File: src/rtl/fetch_decode.sv
// rtl/fetch_decode.sv - instruction fetch with req/ack memory read and field-split output register
module fetch_decode #(
    parameter int              ADDR_W   = 8,
    parameter logic [ADDR_W-1:0] RESET_PC = '0,
    parameter logic [3:0]      HALT_OP  = 4'hF
) (
    input  logic              clk,
    input  logic              rst_n,
    output logic              imem_req,
    output logic [ADDR_W-1:0] imem_addr,
    input  logic              imem_ack,
    input  logic [19:0]       imem_rdata,
    input  logic              redirect_valid,
    input  logic [ADDR_W-1:0] redirect_pc,
    output logic              out_valid,
    input  logic              out_ready,
    output logic [ADDR_W-1:0] out_pc,
    output logic [3:0]        opcode,
    output logic [3:0]        rd,
    output logic [3:0]        rs,
    output logic [7:0]        imm8,
    output logic              halted
);

    typedef enum logic [2:0] {BOOT, FETCH, DRAIN, HOLD, HALTED} state_t;

    state_t              state;
    logic [ADDR_W-1:0]   pc;
    logic [19:0]         word;

    assign opcode = word[19:16];
    assign rd     = word[15:12];
    assign rs     = word[11:8];
    assign imm8   = word[7:0];

    always_ff @(posedge clk or negedge rst_n) begin
        if (!rst_n) begin
            state     <= BOOT;
            pc        <= RESET_PC;
            imem_addr <= RESET_PC;
            imem_req  <= 1'b0;
            out_valid <= 1'b0;
            halted    <= 1'b0;
            word      <= '0;
            out_pc    <= '0;
        end else if (redirect_valid) begin
            pc        <= redirect_pc;
            out_valid <= 1'b0;
            imem_req  <= 1'b1;
            halted    <= 1'b0;
            // An unacked request must still complete, so its address is kept and the ack drained.
            if (state == DRAIN || (state == FETCH && !imem_ack)) begin
                state <= DRAIN;
            end else begin
                state     <= FETCH;
                imem_addr <= redirect_pc;
            end
        end else begin
            case (state)
                BOOT: begin
                    state     <= FETCH;
                    imem_addr <= pc;
                    imem_req  <= 1'b1;
                end
                FETCH: begin
                    if (imem_ack) begin
                        word      <= imem_rdata;
                        out_pc    <= imem_addr;
                        pc        <= pc + 1'b1;
                        out_valid <= 1'b1;
                        imem_req  <= 1'b0;
                        state     <= HOLD;
                    end
                end
                DRAIN: begin
                    if (imem_ack) begin
                        imem_addr <= pc;
                        state     <= FETCH;
                    end
                end
                HOLD: begin
                    if (out_ready) begin
                        out_valid <= 1'b0;
                        if (word[19:16] == HALT_OP) begin
                            halted <= 1'b1;
                            state  <= HALTED;
                        end else begin
                            imem_addr <= pc;
                            imem_req  <= 1'b1;
                            state     <= FETCH;
                        end
                    end
                end
                HALTED: begin
                    state <= HALTED;
                end
                default: begin
                    state    <= BOOT;
                    imem_req <= 1'b0;
                end
            endcase
        end
    end

endmodule

File: config.mk
export PLATFORM = sky130hd
export DESIGN_NAME = fetch_decode
export DESIGN_NICKNAME = d
export VERILOG_FILES = /design/src/rtl/fetch_decode.sv
export SDC_FILE = /design/constraint.sdc
export NUM_CORES = 1
export LEC_CHECK = 0
export BUFFER_PORTS_ARGS = -buffer_cell sky130_fd_sc_hd__buf_2
export CAP_MARGIN = 0
export CORE_ASPECT_RATIO = 1.2
export CORE_UTILIZATION = 45
export CTS_CLUSTER_DIAMETER = 100
export DETAILED_ROUTE_END_ITERATION = 16
export GPL_TIMING_DRIVEN = 0
export PLACE_DENSITY_LB_ADDON = 0.1
export SKIP_LAST_GASP = 1
export SLEW_MARGIN = 20
export SYNTH_ARGS = -nofsm -noshare
export SYNTH_HDL_FRONTEND = slang
export SYNTH_SLANG_ARGS = --single-unit
File: constraint.sdc
create_clock -name clk -period 2.7 [get_ports clk]
set_clock_uncertainty 0.1 [all_clocks]
set_input_delay 0.81 -clock clk [delete_from_list [all_inputs] [get_ports clk]]
set_output_delay 0.81 -clock clk [all_outputs]
set_load 0.01 [all_outputs]
Word-level counts from Yosys, hierarchy flattened

Index checks and enable logic that the tools add are counted.

Bits in registers: 50
Input port bits: 33
Output and inout bits: 39
Logic and storage cells: 69

Add/subtract/negate cells: 1
Eq/ne operators: 11
Mux-type cells: 29
Bitwise logic cells: 1
Reduce and logical (&&, ||, !) cells: 19

Operators by type and width:

| operator            | count |
|---|---|
| $mux 8              | 8 |
| $pmux 8 s3          | 1 |
| $mux 3              | 5 |
| $pmux 3 s5          | 1 |
| $ne 3x3->1 const B  | 4 |
| $reduce_and 3->1    | 4 |
| $mux 1              | 11 |
| $reduce_bool 2->1   | 5 |
| $add 8x1->8 const B | 1 |
| $eq 3x2->1 const B  | 2 |
| $reduce_and 5->1    | 1 |
| $eq 4x4->1 const B  | 1 |
| $pmux 1 s4          | 1 |
| $reduce_and 4->1    | 1 |
| $reduce_bool 4->1   | 1 |
| $eq 3x1->1 const B  | 1 |
| $eq 3x3->1 const B  | 1 |
| $logic_not 3->1     | 1 |
| $reduce_bool 3->1   | 1 |
| $mux 2              | 1 |
| $ne 2x1->1 const B  | 1 |
| $ne 2x2->1 const B  | 1 |
| $pmux 1 s2          | 1 |
| $reduce_and 2->1    | 1 |
| other kinds (5)     | 5 |

Logic depth before layout (Yosys ltp)

Gate-level depths: netlist (run 1).

Word-level depth: 5
Mapped depth: 6
Depth with buffers taken out: 4

Worst setup path after synthesis (run 1)

No wires, ideal clock.

Path type: input-to-reg
Start: input port redirect_valid
End: register out_pc[0]
Library setup time: 0.125 ns
Arrival: 1.721 ns
Data required time: 2.475 ns
Slack: 0.754 ns
Stages on the path: 4
Path buffers: 2
Path through: nor4b_2 -> buf_4 -> buf_6 -> mux2_2

Cells in the longest elaborated chain, start to end: 2

Ends and longest elaborated chain:

| item                              | RTL line | text |
|---|---|---|
| from (decl)                       | 13       | `input logic redirect_valid,` |
| $not 1->1 (no source line)        | n/a      |  |
| $reduce_and 3->1 (no source line) | n/a      |  |
| to (signal assigned)              | 68       | `out_pc <= imem_addr;` |
| to (decl)                         | 17       | `output logic [ADDR_W-1:0] out_pc,` |

No other way between the ends.
A chain may end at the register's enable or synchronous reset.

Final worst setup path (run 1)

Start: input port redirect_valid
End: register out_pc[6]

The elaborated chain is that of the path after synthesis.

==> results of run 1 <==
cell usage in the layout (no fill, tap or decap), drive strengths merged, types with 2 or more instances in the layout:
master  instances
mux2           28
nand3           3
a21oi           7
or2b            8
and3            2
nand2b          2
nand2          16
clkbuf          8
inv             2
o21ai          10
nand4           3
buf            78
or2             2
a21o            2
o221a           9
xor2            6
nor2            5
dfrtp          50
routing by layer:
metal	up-vias	part of all wire (%)	global-route usage [%]
met3	5	6.0	4.86
met1	787	44	24.2
met2	57	49	31.5
met5	-	0	0
li1	800	-	-
met4	0	1.2	5.74
synth_stat cells (all sizes together):
master / instances / share of area (%)
a21o: 2 / 1.0
a21oi: 7 / 1.6
a2bb2oi: 1 / 0.39
a41oi: 1 / 0.39
and2: 1 / 0.28
and2b: 1 / 0.33
and3: 2 / 0.55
and4: 1 / 0.39
and4bb: 1 / 0.55
buf: 7 / 2.6
clkbuf: 2 / 0.33
dfrtp: 50 / 55
ha: 1 / 0.55
inv: 2 / 0.33
mux2: 28 / 14
mux2i: 1 / 0.44
nand2: 16 / 2.7
nand2b: 2 / 0.89
nand3: 3 / 0.66
nand4: 3 / 0.83
nor2: 5 / 0.83
nor2b: 1 / 0.28
nor4b: 1 / 0.66
o2111ai: 1 / 0.39
o21ai: 10 / 2.2
o221a: 9 / 4.9
o2bb2ai: 1 / 0.39
or2: 2 / 0.55
or2b: 8 / 2.7
or3: 1 / 0.28
xnor2: 1 / 0.39
xor2: 6 / 2.3
worst register-to-register path, delay by kind of cell, from the launching register on:
kind | cells | cell delay, ps
DFF | 1 | 380
buffers and inverters | 2 | 410
muxes | 1 | 340
and+or+nand+nor | 2 | 450
per-stage QoR:
stage	utilization, %	setup WS, ps	hold slack, ps	instance area, um2
floorplan	-	754	414	2260
global placement	57.2	500	362	2690
detailed placement	57.2	486	371	2690
CTS	59.6	815	392	2800
global route	59.6	782	410	2800
finish	59.6	832	388	2800
flip-flops by register name, indices dropped and copies added, names as in the netlist:
register / count
word: 20
pc: 8
out_pc: 8
imem_addr: 8
out_valid: 1
halted: 1
imem_req: 1
state: 3
power by group:
group          internal (uW)  switching [uW]
combinational            426             404
sequential              1010             153
clock                    277             246
total                   1710             803
kinds of logic (layout without fill, tap and decap cells):
group	count (synthesis)	count (layout)	synth area share, %
flip-flops	50	50	55.4
AND/OR/NAND/NOR	48	48	12.4
AO/OA/AOI/OAI	32	32	11.2
multiplexers	29	29	14.4
buffers and inverters	11	90	3.27
XOR/XNOR	7	7	2.72
adder cells (fa/ha/maj)	1	1	0.554
cell type report:
class,instances,share of cell area [%]
Clock inverter,2,1.34
Timing Repair Buffer,71,12.8
Multi-Input combinational cell,117,33.3
Buffer,9,2.37
Inverter,2,0.268
Clock buffer,6,2.59
Tap cell,58,2.59
Sequential cell,50,44.7
worst paths after layout:
path / to / slack (ps)
min in group asynchronous: word[8]$_DFFE_PN0P_ / 400
setup reg to reg: out_pc[6]$_DFFE_PN0P_ / 920
hold / removal: word[15]$_DFFE_PN0P_ / 390
setup / recovery: out_pc[6]$_DFFE_PN0P_ / 830
hold reg to reg: word[15]$_DFFE_PN0P_ / 390
max in group asynchronous: imem_addr[2]$_DFFE_PN0P_ / 1650
==> summary.txt, run 1 <==
Critical path
  – Slowest stage delay, CP: 340 ps
  – Worst setup path start: redirect_valid
  – Slowest-stage cell, CP: mux2_2
  – Crit path capture type: flip-flop
  – Bufs and invs on worst path: 3
  – Crit path max-delay family: buffers and inverters
  – Reg2reg path depth: 5
  – Instance count on the critical path: 5
  – CP max FO: 10
  – Critical path launch point type: primary input
  – Data required, critical path: 2790 ps
  – Crit Path Class: in2reg
  – CP arrival: 1960 ps
  – Worst r2r src: state[1]$_DFFE_PN0P_
  – Cells along the critical path: buf_2, nor4b_2, buf_4, buf_6, mux2_2

Floorplan
  – Core region area: 4700 um2
  – I/O pin count: 72
  – Die W: 66.7 um
  – Die Y: 79.6 um
  – Die area: 5300 um2
  – Starting density of the core: 48.1%
  – # rows: 27

Layout
  – Fin cells: 315
  – Layout fillers: 409
  – Antenna cells: 0
  – Share of layout cells above drive strength 1: 41.2%
  – Area of the multi-input gates: 932 um2
  – Reg area: 1250 um2
  – Final nets: 290
  – Post-synthesis to final-layout area growth: 23.9%

Global route
  – Grt total ovfl: 0
  – Vias in the first global route: 1559
  – Initial antenna violation count: 0
  – GRT Resource Usage Total: 19.1%
  – Largest net degree at the start of global routing: 51
  – First-pass GRT wire length: 7560 um

Routing
  – Total Routed Length: 4580 um
  – DRT antenna net count: 0
  – WL/cell: 14.5 um
  – DRT iter0 DRCs: 76
  – 1st-pass router iterations: 4
  – Vias per inst: 5.23
  – # DRC: 0
  – Vias: 1649

Synth
  – Mapped Area: 2260 um2
  – YS warnings: 0
  – Sequential fraction of the synthesis area: 55.4%
  – Unique cell type count in the Yosys netlist: 40
  – Synthesized area per cell: 12.7 um2
  – Synth Register Bits: 50
  – Synthesized netlist cell count: 178
  – Syn Nets: 212

CTS
  – Clock sink total: 50
  – CTS Hold Bufs: 0
  – CTS Buf Count: 5
  – Maximum clock path buffer count: 2
  – Reg clk slew, reported paths: 90 ps
  – H-tree Lvls: 2
  – CTS tree: built
  – Post-CTS sizing: 0
  – Skew-Pair Late Insertion Delay: 300 ps
  – Setup repair bufs after CTS: 0
  – Root Driver: clkbuf_8

Job
  – Maxcap violations: 0

Outcome
  – Status: finished, final reports clean

Timing
  – Hold Vio Cnt, Final: 0
  – RSZ-0062 raised after global routing: false
  – Slew @ Worst Pin: 634 ps
  – Max-slew headroom: 57.7%
  – Post-route minimum period: 1870 ps
  – Count of final setup violators: 0
  – Max Fclk: 535 MHz
  – Final slew viol count: 0
  – Final period util: 69.2%
  – TNS Setup: 0 ps

Power and ir drop
  – Power Dens Cells: 898 nW/um2
  – Tot Pwr: 2510 uW
  – Peak VDD IR: 0.000402 V
  – Leak: 0.00128 uW

Hold path
  – Hold crit path type: reg2reg
  – Hold Crit Start: word[15]$_DFFE_PN0P_
  – Hold path cells: 1

Place
  – GPL Wtd Cong: 0.804
  – I/O Buffers: 71
  – Inst Count DP: 307
  – HPWL after DPL: 3330 um
No activity file was read; power rests on OpenSTA's default activity.
==> run 2: changes to the inputs <==
Clock period 2.7 ns to 1.85 ns, I/O delays scaled along.
==> summary.txt, run 2 (synthesis gave the netlist of run 1 again) <==
Place
  – GPL Wtd Cong: 0.804 (unchanged)
  – I/O Buffers: 71 (unchanged)
  – HPWL after DPL: 3330 um (unchanged)
  – Dpl ws: -109 ps (was 486 ps)
  – Dpl cell area: 2690 um2 (unchanged)
  – Inst Count DP: 307 (unchanged)

Global route
  – GRT Resource Usage Total: 19.1% (unchanged)
  – Initial antenna violation count: 0 (unchanged)
  – First-pass GRT wire length: 7560 um (unchanged)
  – Grt total ovfl: 0 (unchanged)
  – Vias in the first global route: 1559 (unchanged)
  – Largest net degree at the start of global routing: 51 (unchanged)

Layout
  – Layout fillers: 409 (unchanged)
  – Antenna cells: 0 (unchanged)
  – Final Cell Area: 2810 um2 (was 2800 um2)
  – Post-synthesis to final-layout area growth: 24.6% (was 23.9%)
  – Reg area: 1250 um2 (unchanged)
  – Largest reg by FF count: word (unchanged)
  – Most common cell after layout, fill and taps aside: buf_2 (unchanged)
  – Max reg flops: 20 (unchanged)
  – Final nets: 292 (was 290)
  – Fin cells: 317 (was 315)
  – Share of layout cells above drive strength 1: 41.7% (was 41.2%)
  – Area of the multi-input gates: 932 um2 (unchanged)
  – Most frequent cells in the layout: buf_2 (72), dfrtp_1 (50), nand2_1 (16) (unchanged)
  – Final core area utilization: 59.9% (was 59.6%)

Timing
  – Count of final setup violators: 0 (unchanged)
  – Slew @ Worst Pin: 631 ps (was 634 ps)
  – Final period util: 93.0%
  – RSZ-0062 raised after global routing: false (unchanged)
  – Final slew viol count: 0 (unchanged)
  – Max Fclk: 581 MHz
  – Max-slew headroom: 57.9% (was 57.7%)
  – TNS Setup: 0 ps (unchanged)
  – Hold Vio Cnt, Final: 0 (unchanged)
  – Fin worst setup slack: 129 ps (was 832 ps)
  – Post-route minimum period: 1720 ps

Critical path
  – Data required, critical path: 1940 ps (was 2790 ps)
  – CP arrival: 1810 ps (was 1960 ps)
  – CP max FO: 10 (unchanged)
  – Critical path launch point type: flip-flop (was primary input)
  – Crit Path Class: reg2reg (was in2reg)
  – R2r setup slk: 130 ps (was 920 ps)
  – Crit path capture type: flip-flop (unchanged)

Power and ir drop
  – Power Dens Cells: 1310 nW/um2 (was 898 nW/um2)
  – Comb pwr share: 33.1% (about the same)
  – Reg power frac: 46.1% (about the same)
  – Peak VDD IR: 0.000587 V (was 0.000402 V)
  – P_sw: 1170 uW (was 803 uW)
  – Net Sw Frac: 32.0% (about the same)
  – Power share of the clock group: 20.7% (was 20.8%)
  – Internal power: 2500 uW (was 1710 uW)
  – Leak: 0.00130 uW (was 0.00128 uW)

Routing
  – DR WL met2: 2220 um (about the same)
  – Max layer used: met4 (unchanged)
  – Vias per inst: 5.19 (was 5.23)
  – Metal3 WL: 286 um (was 275 um)
  – WL/cell: 14.5 um (about the same)
  – DRT antenna net count: 0 (unchanged)
  – M1 wire length: 2030 um (about the same)
  – # DRC: 0 (unchanged)
  – DRT iter0 DRCs: 80 (was 76)
  – Total Routed Length: 4600 um (was 4580 um)
  – 1st-pass router iterations: 4 (unchanged)
  – Vias: 1646 (was 1649)

Hold path
  – Hold crit path type: in2async (was reg2reg)

Floorplan
  – Die W: 66.7 um (unchanged)
  – Die area: 5300 um2 (unchanged)
  – Core region area: 4700 um2 (unchanged)
  – # rows: 27 (unchanged)
  – Starting density of the core: 48.1% (unchanged)
  – Die Y: 79.6 um (unchanged)
  – I/O pin count: 72 (unchanged)

CTS
  – Root Driver: clkbuf_8 (unchanged)
  – CTS tree: built (unchanged)
  – Clock sink total: 50 (unchanged)
  – H-tree Lvls: 2 (unchanged)
  – CTS Buf Count: 5 (unchanged)
  – Maximum clock path buffer count: 2 (unchanged)
  – Skew-Pair Late Insertion Delay: 300 ps (about the same)
  – Post-CTS sizing: 0 (unchanged)
  – Reg clk slew, reported paths: 90 ps (about the same)

Job
  – Maxcap violations: 0 (unchanged)

Outcome
  – Status: finished, final reports clean (unchanged)
==> run 2: cell count changes in the layout (fill, tap and decap cells not counted) <==
cell   previous run  this run
buf_4             3         5
==> run 2: power by group through the flow <==
stage | sequential, uW | clock (uW) | combinational (uW)
after floorplan | 1860 | 0 | 538
after CTS | 1700 | 787 | 1230
after detailed placement | 1720 | 0 | 1230
after global placement | 1690 | 0 | 1210
final | 1690 | 762 | 1220
after global routing | 1750 | 829 | 1350
==> run 2: area by class of cell <==
type | count | area share [%]
Tap cell | 58 | 2.58
Inverter | 2 | 0.267
Multi-Input combinational cell | 117 | 33.1
Sequential cell | 50 | 44.5
Buffer | 9 | 2.36
Timing Repair Buffer | 73 | 13.3
Clock inverter | 2 | 1.33
Clock buffer | 6 | 2.58
==> run 2: critical path, stage by stage (launching register included) <==
cell	delay [ps]
dfrtp_1	380
buf_2	180
nor2b_1	140
o2bb2ai_1	240
nand2_1	260
o221a_1	310
==> run 2: final timing paths <==
kind	from	endpoint	cells after the start
max	state[1]$_DFFE_PN0P_	imem_addr[2]$_DFFE_PN0P_	5
min	rst_n	word[8]$_DFFE_PN0P_	1
max reg2reg	state[1]$_DFFE_PN0P_	imem_addr[2]$_DFFE_PN0P_	5
min reg2reg	word[15]$_DFFE_PN0P_	word[15]$_DFFE_PN0P_	1
min in group clk	imem_rdata[18]	word[18]$_DFFE_PN0P_	2
max in group asynchronous	rst_n	imem_addr[2]$_DFFE_PN0P_	1
==> run 2: layer usage <==
| metal | global-route usage, % | vias to the layer above |
|---|---|---|
| met4 | 5.74 | 0 |
| met1 | 24.2 | 775 |
| met2 | 31.5 | 61 |
| met3 | 4.86 | 7 |
| met5 | 0 | - |
| li1 | - | 803 |
==> run 2: metrics by stage <==
stage / power [uW] / hold WS [ps]
floorplan: 2400 / 159
global placement: 2900 / 362
detailed placement: 2950 / 371
CTS: 3720 / 184
global route: 3930 / 210
finish: 3680 / 156
==> run 2: timing repair <==
item / in CTS / in global routing
hold buffers: 0 / 0
setup endpoints to repair: 0 / 19
setup buffers: 0 / 2
==> run 3: changes to the inputs <==
Settings changed: CORE_UTILIZATION 45 to 50, RECOVER_POWER from default to 25.
==> summary.txt, run 3 (synthesis gave the netlist of run 1 again) <==
Floorplan
  – I/O pin count: 72 (unchanged)
  – Core region area: 4290 um2 (was 4700 um2)
  – Starting density of the core: 52.6% (was 48.1%)
  – Die Y: 75.6 um (was 79.6 um)
  – Die W: 63.3 um (was 66.7 um)
  – # rows: 26 (was 27)
  – Die area: 4790 um2 (was 5300 um2)

Critical path
  – Worst setup path start: state[1]$_DFFE_PN0P_ (unchanged)
  – Data required, critical path: 1940 ps (about the same)
  – CP arrival: 1800 ps (was 1810 ps)
  – Slowest stage delay, CP: 380 ps (about the same)
  – Critical path launch point type: flip-flop (unchanged)
  – Bufs and invs on worst path: 1 (unchanged)
  – Crit path capture type: flip-flop (unchanged)
  – Crit Path Class: reg2reg (unchanged)
  – Slowest-stage cell, CP: dfrtp_1 (unchanged)
  – Cells along the critical path: buf_2, nor2b_1, o2bb2ai_1, nand2_1, o221a_1 (unchanged)
  – Worst r2r src: state[1]$_DFFE_PN0P_ (unchanged)
  – Crit path max-delay family: compound AO/OA/AOI/OAI gates (unchanged)
  – CP max FO: 10 (unchanged)

Power and ir drop
  – Leak: 0.00128 uW (was 0.00130 uW)
  – Power share of the clock group: 17.7% (was 20.7%)
  – Net Sw Frac: 33.1% (was 32.0%)
  – Comb pwr share: 34.6% (was 33.1%)
  – Power Dens Cells: 1270 nW/um2 (was 1310 nW/um2)
  – Internal power: 2360 uW (was 2500 uW)
  – Peak VDD IR: 0.000504 V (was 0.000587 V)
  – P_sw: 1170 uW (about the same)
  – Reg power frac: 47.7% (was 46.1%)

Global route
  – Initial antenna violation count: 0 (unchanged)
  – Grt total ovfl: 0 (unchanged)
  – First-pass GRT wire length: 7000 um (was 7560 um)
  – Largest net degree at the start of global routing: 51 (unchanged)
  – Vias in the first global route: 1494 (was 1559)
  – GRT Resource Usage Total: 19.3% (was 19.1%)

Hold path
  – Hold Crit Start: redirect_pc[1]
  – Hold crit path type: in2reg (was in2async)

Layout
  – Layout fillers: 357 (was 409)
  – Share of layout cells above drive strength 1: 41.9% (was 41.7%)
  – Max reg flops: 20 (unchanged)
  – Final Cell Area: 2780 um2 (was 2810 um2)
  – Antenna cells: 0 (unchanged)
  – Final nets: 291 (was 292)
  – Most common cell after layout, fill and taps aside: buf_2 (unchanged)
  – Most frequent cells in the layout: buf_2 (72), dfrtp_1 (50), nand2_1 (16) (unchanged)
  – Area of the multi-input gates: 932 um2 (unchanged)
  – Largest reg by FF count: word (unchanged)
  – Post-synthesis to final-layout area growth: 23.2% (was 24.6%)
  – Reg area: 1250 um2 (unchanged)

CTS
  – CTS Hold Bufs: 0 (unchanged)
  – CTS tree: built (unchanged)
  – CTS Buf Count: 5 (unchanged)
  – Root Driver: clkbuf_8 (unchanged)
  – Skew-Pair Late Insertion Delay: 300 ps (about the same)
  – Clock sink total: 50 (unchanged)
  – Maximum clock path buffer count: 2 (unchanged)
  – H-tree Lvls: 2 (unchanged)
  – Reg clk slew, reported paths: 90 ps (about the same)

Timing
  – Count of final setup violators: 0 (unchanged)
  – Final period util: 92.1% (was 93.0%)
  – RSZ-0062 raised after global routing: false (unchanged)
  – Final slew viol count: 0 (unchanged)
  – Max Fclk: 587 MHz (was 581 MHz)
  – Fin worst setup slack: 146 ps (was 129 ps)
  – Post-route minimum period: 1700 ps (was 1720 ps)
  – Max-slew headroom: 18.8% (was 57.9%)
  – Hold Vio Cnt, Final: 0 (unchanged)
  – Slew @ Worst Pin: 1220 ps (was 631 ps)

Place
  – HPWL after DPL: 3160 um (was 3330 um)
  – I/O Buffers: 71 (unchanged)
  – Dpl cell area: 2680 um2 (was 2690 um2)
  – Dpl ws: -110 ps (was -109 ps)
  – GPL Wtd Cong: 0.804 (about the same)

Routing
  – # DRC: 0 (unchanged)
  – DRT iter0 DRCs: 51 (was 80)
  – WL/cell: 13.8 um (was 14.5 um)
  – Total Routed Length: 4330 um (was 4600 um)
  – 1st-pass router iterations: 4 (unchanged)
  – Vias: 1632 (was 1646)
  – Vias per inst: 5.20 (was 5.19)
  – DRT antenna net count: 0 (unchanged)

Outcome
  – Status: finished, final reports clean (unchanged)

Job
  – Maxcap violations: 0 (unchanged)
[run 3: worst paths after layout]
check / end / slack, ps / depth (start not counted)
setup / recovery: imem_addr[3]$_DFFE_PN0P_ / 150 / 5
hold / removal: pc[1]$_DFFE_PN0P_ / 360 / 3
setup reg to reg: imem_addr[3]$_DFFE_PN0P_ / 150 / 5
hold reg to reg: word[11]$_DFFE_PN0P_ / 380 / 1
max in group asynchronous: word[17]$_DFFE_PN0P_ / 520 / 1
min in group asynchronous: pc[4]$_DFFE_PN0P_ / 400 / 1
[run 3: timing repair]
| action | CTS | global route |
|---|---|---|
| resized for setup | 0 | 0 |
| hold endpoints to repair | 0 | 0 |
| setup buffers | 0 | 1 |
| endpoints found under the setup margin | 0 | 20 |
[run 3: through the flow]
step	instances	power [uW]	setup TNS (ps)	hold WS [ps]	util (%)
3_3_place_gp	305	2900	-2100	363	62.5
6_report	314	3530	0	364	64.7
4_1_cts	313	3580	0	358	64.6
2_1_floorplan	178	2400	0	159	-
3_5_place_dp	305	2940	-2130	369	62.5
5_1_grt	314	3760	0	365	64.7
[run 3: routing by layer]
metal  vias up  GRT usage, %  wire (um)
met1       775          24.1       1930
met2        52          33.1       2100
met5         -             0          0
met4         0          6.82         54
met3         6          4.64        245
li1        799             -          -
[run 3: tightest hold or removal path, stage by stage]
cell and delay (ps):
buf_2 80, nand2_1 40, o21ai_0 60
[run 3: area by class of cell]
class | instances | share of cell area, %
sequential | 50 | 45.0
multi-input combinational | 117 | 33.5
timing repair buffer | 72 | 13.1
tap | 56 | 2.52
clock buffer | 5 | 2.48
buffer | 9 | 2.39
clock inverter | 3 | 0.765
inverter | 2 | 0.270
[run 3: power by group through the flow]
stage	Sequential [uW]	Combinational, uW	Clock (uW)
4_1_cts	1680	1230	661
2_1_floorplan	1860	538	0
3_3_place_gp	1690	1210	0
5_1_grt	1730	1330	697
6_report	1680	1220	624
3_5_place_dp	1710	1230	0
